==> src/rtl/idwt_module_pkg.sv <==
// Package essentials: shared row length, FSM state type and the
// saturation helper used by the Haar lifting datapath.
//   LENGTH        default pixels per row
//   idwt_state_t  IDLE -> LOAD -> DONE -> EMIT
//   sat8          clamp a 10-bit signed value to the pixel range [0,255]
package essentials;

  localparam int LENGTH = 256;

  typedef enum logic [1:0] {IDLE, LOAD, DONE, EMIT} idwt_state_t;

  // Bit 9 set means negative; otherwise bit 8 set means above 255.
  function automatic logic [7:0] sat8(input logic signed [9:0] v);
    if (v[9])      return 8'd0;
    else if (v[8]) return 8'hFF;
    else           return v[7:0];
  endfunction

endpackage

==> src/rtl/idwt_module_if.sv <==
// Interface idwt_if: coefficient input and pixel output handshake of the
// inverse DWT row stage.
//   en, s, d                     driven by the coefficient reader (master)
//   rdy, result, out, out_valid  driven by the reconstruction block (slave)
interface idwt_if;
  logic       en;
  logic [7:0] s;
  logic [7:0] d;
  logic       rdy;
  logic       result;
  logic [7:0] out;
  logic       out_valid;

  modport master (output en, s, d, input rdy, result, out, out_valid);
  modport slave  (input en, s, d, output rdy, result, out, out_valid);
endinterface

==> src/rtl/idwt_module_lift.sv <==
// idwt_lift_unit: combinational integer Haar inverse lifting for one pair.
//   s  in  8  approximation coefficient, unsigned
//   d  in  8  detail coefficient, signed two's complement
//   a  out 8  even pixel, sat8(t + d)
//   b  out 8  odd pixel,  sat8(t), with t = s - floor(d/2)
module idwt_lift_unit
  import essentials::*;
(
  input  logic [7:0] s,
  input  logic [7:0] d,
  output logic [7:0] a,
  output logic [7:0] b
);

  logic signed [9:0] d_ext;
  logic signed [9:0] t;

  always_comb begin
    d_ext = {{2{d[7]}}, d};
    t     = $signed({2'b00, s}) - (d_ext >>> 1);
    b     = sat8(t);
    // a is built from the unsaturated t so the pair stays an exact inverse.
    a     = sat8(t + d_ext);
  end

endmodule

==> src/rtl/idwt_module.sv <==
// idwt_module: one-level inverse Haar reconstruction of one image row.
// Takes LENGTH/2 (s,d) pairs, one per cycle after the start strobe,
// buffers the row, pulses result, then streams LENGTH pixels.
//   clk, reset   clock and synchronous active-high reset
//   bus (slave)  en/s/d in; rdy/result/out/out_valid out
module idwt_module #(
  parameter int LENGTH = essentials::LENGTH
) (
  input  logic    clk,
  input  logic    reset,
  idwt_if.slave   bus
);
  import essentials::*;

  localparam int CNT_W = $clog2(LENGTH);
  localparam logic [CNT_W-1:0] LAST_PAIR = CNT_W'(LENGTH / 2 - 1);
  localparam logic [CNT_W-1:0] LAST_PIX  = CNT_W'(LENGTH - 1);

  idwt_state_t      state;
  logic [CNT_W-1:0] cnt;
  logic [7:0]       row_buf [LENGTH];
  logic [7:0]       lift_a;
  logic [7:0]       lift_b;
  logic [CNT_W-1:0] wr_even;
  logic [CNT_W-1:0] wr_odd;

  idwt_lift_unit u_lift (
    .s (bus.s),
    .d (bus.d),
    .a (lift_a),
    .b (lift_b)
  );

  assign wr_even = {cnt[CNT_W-2:0], 1'b0};
  assign wr_odd  = {cnt[CNT_W-2:0], 1'b1};

  // Row buffer is not reset; a discarded partial row is simply overwritten.
  always_ff @(posedge clk) begin
    if (state == LOAD) begin
      row_buf[wr_even] <= lift_a;
      row_buf[wr_odd]  <= lift_b;
    end
  end

  always_ff @(posedge clk) begin
    if (reset) begin
      state         <= IDLE;
      cnt           <= '0;
      bus.rdy       <= 1'b1;
      bus.result    <= 1'b0;
      bus.out       <= 8'd0;
      bus.out_valid <= 1'b0;
    end else begin
      bus.result <= 1'b0;
      case (state)
        IDLE: begin
          if (bus.en) begin
            state   <= LOAD;
            cnt     <= '0;
            bus.rdy <= 1'b0;
          end
        end
        LOAD: begin
          if (cnt == LAST_PAIR) begin
            state      <= DONE;
            cnt        <= '0;
            bus.result <= 1'b1;
          end else begin
            cnt <= cnt + 1'b1;
          end
        end
        DONE: begin
          // Pixel 0 goes out together with the transition into EMIT.
          state         <= EMIT;
          bus.out       <= row_buf[0];
          bus.out_valid <= 1'b1;
          cnt           <= CNT_W'(1);
        end
        EMIT: begin
          // cnt returns to 0 after the last pixel; that marks the row end.
          if (cnt == '0) begin
            state         <= IDLE;
            bus.out_valid <= 1'b0;
            bus.rdy       <= 1'b1;
          end else begin
            bus.out <= row_buf[cnt];
            cnt     <= (cnt == LAST_PIX) ? '0 : cnt + 1'b1;
          end
        end
        default: state <= IDLE;
      endcase
    end
  end

endmodule

==> src/flat_wrapper.sv <==
// flat-port wrapper written by rule: the top's interface ports become plain ports
module idwt_module_flat import essentials::*;
#(
  parameter int LENGTH = essentials::LENGTH
)
  (clk, reset, bus_en, bus_s, bus_d, bus_rdy, bus_result, bus_out, bus_out_valid);
  idwt_if bus_i ();
  input  logic clk;
  input  logic reset;
  input wire logic [$bits(bus_i.en)-1:0] bus_en;
  input wire logic [$bits(bus_i.s)-1:0] bus_s;
  input wire logic [$bits(bus_i.d)-1:0] bus_d;
  output wire logic [$bits(bus_i.rdy)-1:0] bus_rdy;
  output wire logic [$bits(bus_i.result)-1:0] bus_result;
  output wire logic [$bits(bus_i.out)-1:0] bus_out;
  output wire logic [$bits(bus_i.out_valid)-1:0] bus_out_valid;
  assign bus_i.en = bus_en;
  assign bus_i.s = bus_s;
  assign bus_i.d = bus_d;
  assign bus_rdy = bus_i.rdy;
  assign bus_result = bus_i.result;
  assign bus_out = bus_i.out;
  assign bus_out_valid = bus_i.out_valid;
  idwt_module #(.LENGTH(LENGTH)) u_core (.clk(clk), .reset(reset), .bus(bus_i));
endmodule
==> config.mk <==
export PLATFORM = sky130hd
export DESIGN_NAME = idwt_module_flat
export DESIGN_NICKNAME = d
export VERILOG_FILES = /design/src/rtl/idwt_module_pkg.sv /design/src/rtl/idwt_module_if.sv /design/src/rtl/idwt_module_lift.sv /design/src/rtl/idwt_module.sv /design/src/flat_wrapper.sv
export SDC_FILE = /design/constraint.sdc
export NUM_CORES = 2
export LEC_CHECK = 0
export CORE_MARGIN = 3
export CORE_UTILIZATION = 40
export DETAILED_ROUTE_END_ITERATION = 16
export GPL_ROUTABILITY_DRIVEN = 0
export SLEW_MARGIN = 10
export SYNTH_ARGS = -nofsm -noshare
export SYNTH_HDL_FRONTEND = slang
export SYNTH_SLANG_ARGS = --single-unit
==> constraint.sdc <==
create_clock -name clk -period 11.4 [get_ports clk]
set_input_delay 2.28 -clock clk [delete_from_list [all_inputs] [get_ports clk]]
set_output_delay 2.28 -clock clk [all_outputs]
set_load 0.005 [all_outputs]
After elaboration in Yosys (flattened, before gate mapping)
Memories as Yosys holds them, arrays and structs flattened. A register that Yosys moved wholly into a read port is not among the register bits.
Cells that the tools add are included.
Operators by class
  muxes and demuxes: 25
  add/sub/neg operators: 3
  equality and inequality tests: 9
  reductions and logical operators: 10
  bitwise operators: 1
Operators with widths (number)
  $mux W8: 11
  $pmux W8 S4: 1
  $pmux W8 S2: 1
  $add A10 B8 Y10: 1
  $sub A9 B7 Y10: 1
  $add A8 B1 Y8 const B: 1
  $eq A8 B7 Y1 const B: 1
  $eq A8 B8 Y1 const B: 1
  $logic_not A8 Y1: 1
  $pmux W2 S4: 1
  $mux W1: 6
  $mux W2: 3
  $ne A2 B2 Y1 const B: 3
  $reduce_and A2 Y1: 3
  $reduce_and A3 Y1: 2
  $eq A2 B2 Y1 const B: 2
  $pmux W1 S2: 2
  $reduce_bool A2 Y1: 2
  $eq A2 B1 Y1 const B: 1
  $logic_not A2 Y1: 1
  $ne A2 B1 Y1 const B: 1
  $reduce_or A2 Y1: 1
  $not A1 Y1: 1
Storage, ports and cells
  output and inout port bits: 11
  bits in writable memories: 2048
  memories: 1
  word-level logic and storage cells: 55
  register bits: 21
  input port bits: 19
Memory list
  u_core.row_buf: depth 256, bits a word 8, read ports 2, clocked after memory_dff 1, wr ports 2, line idwt_module.sv:21  | logic [7:0] row_buf [LENGTH];

Depth between registers and ports, before layout
  depth after elaboration: 6
  mapped depth: 17
  gate-level depth less buffers: 17

Modules after synthesis
A second synthesis with hierarchy kept.
Unflattened totals
  cells, all modules: 3944
  area total of the unflattened synthesis: 81544.5 µm²
By module, submodules not included
  idwt_module: area an instance 80588.5 µm², seq. area each 62079.5 µm², cells an instance 3818, times used 1
  idwt_lift_unit: area an instance 955.9 µm², seq. area each 0.0 µm², cells an instance 126, times used 1

Worst setup path before layout
No wires, ideal clock.
  path kind: input -> register
  start: input port bus_s[0]
  end: memory u_core.row_buf[0][6] (data pin)
  cell stages on the path: 17
  buffers on the path: 0
  required time: 10.602 ns
  arrival time: 7.894 ns
  library setup time: 0.798 ns
  slack: 2.709 ns
  cells stage by stage: inv_1 > ha_1 > inv_1 > fa_1 > a21o_1 > a21oi_1 > o21ai_0 > or2_2 > xnor2_1 > inv_1 > ha_1 > nor2_1 > o21bai_1 > o41ai_1 > xnor2_1 > nor2_1 > nor2_1
RTL lines
  start: declaration: line flat_wrapper.sv:11  | input wire logic [$bits(bus_i.s)-1:0] bus_s;
  end: declaration: line idwt_module.sv:21

==> results.md <==
* Placed cell areas at around 85000 um^2
* Share of final-layout standard cells stronger than drive strength 1 at approximately a quarter
* Share of flip-flops with an asynchronous set or reset at 0%
* Root cell of the clock tree: sky130_fd_sc_hd__clkbuf_16
* Commonest non-fill, non-tap cells in the layout: 2048 x sky130_fd_sc_hd__edfxtp_1, 441 x sky130_fd_sc_hd__mux4_2, 210 x sky130_fd_sc_hd__buf_4, 206 x sky130_fd_sc_hd__clkbuf_16, 204 x sky130_fd_sc_hd__nor2_1
* Max FO, Critical Path at 95
* Initial Utilization at around two fifths
* Clock slew seen by the registers of the worst setup and hold paths at 0.06 ns
* Via count of the first global-routing pass at around 41000
* Layout fillers at about 17000
* Post-synthesis average cell area at slightly above 20 um^2
* Data required time at the worst endpoint at roughly 12 ns
* Minimum clock period at between 7 and 8 ns
* Period Utilization, post-route at 66.2%
* Worst Setup End Kind: flip-flop
* Maxcap violations at 0
* Fin nets at 4206
* Area added between synthesis and finish at 13.4%
* Post-synthesis net count at 3962
* Num ports at 30
* Peak VDD IR at about 200 uV
* Unrepaired setup endpoints after global routing: false
* Hold buffer count at cts at 0
* Total Wirelength at about 210000 um
* Number of DRC markers in iteration 0 at roughly 4700
* Clock tree from TritonCTS: yes
* Num CTS Buffers at 203
* Pin count of the biggest net entering global routing at slightly above 100
* Critical path data arrival time at about 8.0 ns
* Detailed Routing Iterations Pass 1 at 5
* Sequential element share of the synthesized area at about three quarters
* Buffer depth of the longest clock path at 3
* First-pass GRT wire length at between 300000 and 400000 um
* H-tree depth at 4
* Input/output buffers at 29
* Final slew viol count at 0
* Total via count in the routed design at around 41000
* Site row count at roughly 160
* Worst hold slack at ~0.57 ns
* Post-synthesis cell count at roughly 4000
* Final worst clock skew at between 0.03 and 0.04 ns
* Area of the die at slightly above 200000 um^2
* Wirelength per Cell at ~30 um
* Die Wd at between 400 and 500 um
* Kind of launch point of the worst setup path: input port
* Number of remaining DRC errors at 0
* Status: completed
* Achievable Freq at around 130 MHz
* Slew Limit Headroom at ~11%
* DRT antenna net count at 0
* Vias per std cell at between 5 and 6
* Core ar. at 200000 um^2
* Total Routing Usage GR at a little over 20%
* Leak at ~28 nW
* Worst setup path class: in -> reg
* Antenna violations before repair at 2
* Measured slew at the worst slew-check pin at between 1 and 1.5 ns
* Detailed placement HPWL at roughly 130000 um
* FF+latch count, synth at around 2100
* Setup TNS at 0 ns
* Height of the die at approximately 460 um
* Latest clock arrival within the worst-skew pair at 0.85 ns
* Final hold violation count at 0
* Unique cell type count in the Yosys netlist at 66
* Most common cell after layout, fill and taps aside: sky130_fd_sc_hd__edfxtp_1
* Primary FF master, synth: sky130_fd_sc_hd__edfxtp_1
* Warning count from the yosys run at 0
* Tot Pwr at between 15 and 20 mW
* Cell Area, Synth at 81000 um^2
* Overflow left after global routing at 0
* Path class of the lowest-slack min-delay path: reg -> reg
* Clock sink count at 2077
* Power density over the cells at just over 200 nW/um^2
* Setup-violating endpoint count in the final report at 0
* Count of flip-flops with a built-in enable after synthesis at about 2000
* Post-cts resize count at 0
* Area of all placed cells without fillers at 91900 um^2
* Buffers inserted by post-CTS timing repair at 0
[report_power, final]
group	internal (mW)	switching, mW	total (mW)
Combinational	0.884	1.85	2.73
Sequential	9.23	0.0865	9.31
Clock	3.69	2.84	6.52
Total	13.8	4.77	18.6
[registers in the layout, indices dropped and copies added, names as in the netlist, named ones only]
name                  flops
u_core.row_buf         2048
u_core.bus.out            8
u_core.cnt                8
u_core.state              2
u_core.bus.out_valid      1
u_core.bus.rdy            1
u_core.bus.result         1
[worst max-delay path, cell delays in order]
cell and delay, ns:
sky130_fd_sc_hd__clkdlybuf4s50_1 0.55, sky130_fd_sc_hd__ha_1 0.19, sky130_fd_sc_hd__inv_1 0.05, sky130_fd_sc_hd__fa_1 0.39
sky130_fd_sc_hd__a21o_1 0.18, sky130_fd_sc_hd__a21oi_1 0.21, sky130_fd_sc_hd__o21ai_0 0.20, sky130_fd_sc_hd__or2_2 0.32
sky130_fd_sc_hd__xnor2_1 0.33, sky130_fd_sc_hd__inv_1 0.09, sky130_fd_sc_hd__ha_1 0.24, sky130_fd_sc_hd__nor3_1 0.20
sky130_fd_sc_hd__o211ai_1 0.14, sky130_fd_sc_hd__a31oi_1 0.21, sky130_fd_sc_hd__mux2i_1 0.13, sky130_fd_sc_hd__xor2_2 0.34
sky130_fd_sc_hd__nor2_4 0.79, sky130_fd_sc_hd__buf_4 0.94
[through the flow]
stage	setup slack (ns)	utilization, %	std cells
after detailed placement	3.03	42.6	6611
final	3.86	45.8	6989
after global placement	3.09	42.6	6611
after floorplan	2.71	-	3916
after global routing	3.49	45.8	6985
after CTS	3.92	45.8	6985
[final timing paths]
| check | from | end | slack [ns] | cells past startpoint |
|---|---|---|---|---|
| worst max-delay path | bus_d[1] | u_core.row_buf[54][2] | 3.86 | 18 |
| worst min register to register | u_core.state[1] | u_core.state[1] | 0.57 | 2 |
| worst max register to register | flip-flop | u_core.bus.out[1] | 6.32 | 8 |
| worst min-delay path | u_core.state[1] | u_core.state[1] | 0.57 | 2 |
[layer usage]
metal  share of wire, %  track usage, %  routed length (um)  vias up
met5                  0               0                   0        -
met4                3.2            6.42                6750        0
met3                7.4            3.32               15700      337
met2                 49            33.0              104000     1778
met1                 41            28.2               86900    22000
li1                   -               -                   -    16800
[cell families after synthesis]
| family | count (synthesis) | share of synthesized area [%] |
|---|---|---|
| multiplexers | 650 | 14.9 |
| buffers and inverters | 233 | 1.51 |
| adder cells (fa/ha/maj) | 27 | 0.436 |
| AO/OA/AOI/OAI | 405 | 3.44 |
| XOR/XNOR | 19 | 0.205 |
| AND/OR/NAND/NOR | 505 | 2.89 |
| flip-flops | 2077 | 76.6 |
[cells in the mapped netlist (27+ instances only)]
cell type | n | area share, %
sky130_fd_sc_hd__clkbuf_1 | 64 | 0.30
sky130_fd_sc_hd__a22oi_1 | 73 | 0.68
sky130_fd_sc_hd__nor3_1 | 28 | 0.17
sky130_fd_sc_hd__mux4_2 | 441 | 12
sky130_fd_sc_hd__a21oi_1 | 66 | 0.41
sky130_fd_sc_hd__buf_4 | 46 | 0.43
sky130_fd_sc_hd__inv_1 | 27 | 0.13
sky130_fd_sc_hd__nand2_1 | 87 | 0.40
sky130_fd_sc_hd__o22ai_1 | 75 | 0.58
sky130_fd_sc_hd__nor2_1 | 220 | 1.0
sky130_fd_sc_hd__nand3_1 | 39 | 0.24
sky130_fd_sc_hd__buf_2 | 69 | 0.43
sky130_fd_sc_hd__edfxtp_1 | 2048 | 76
sky130_fd_sc_hd__nor2b_1 | 35 | 0.27
sky130_fd_sc_hd__mux2_2 | 31 | 0.43
sky130_fd_sc_hd__o21ai_0 | 38 | 0.23
sky130_fd_sc_hd__mux2i_1 | 178 | 2.2
sky130_fd_sc_hd__dfxtp_1 | 29 | 0.72
[layout make-up]
type	count	area, um^2	share of cell area, %
Tap cell	2656	3320	3.62
Clock buffer	253	5380	5.86
Multi-Input combinational cell	1606	18000	19.5
Clock inverter	121	1070	1.16
Inverter	28	105	0.114
Sequential cell	2077	62100	67.6
Timing Repair Buffer	244	1970	2.14
Antenna cell	4	10.0	0.0109
(Power assumes the default switching activity.)
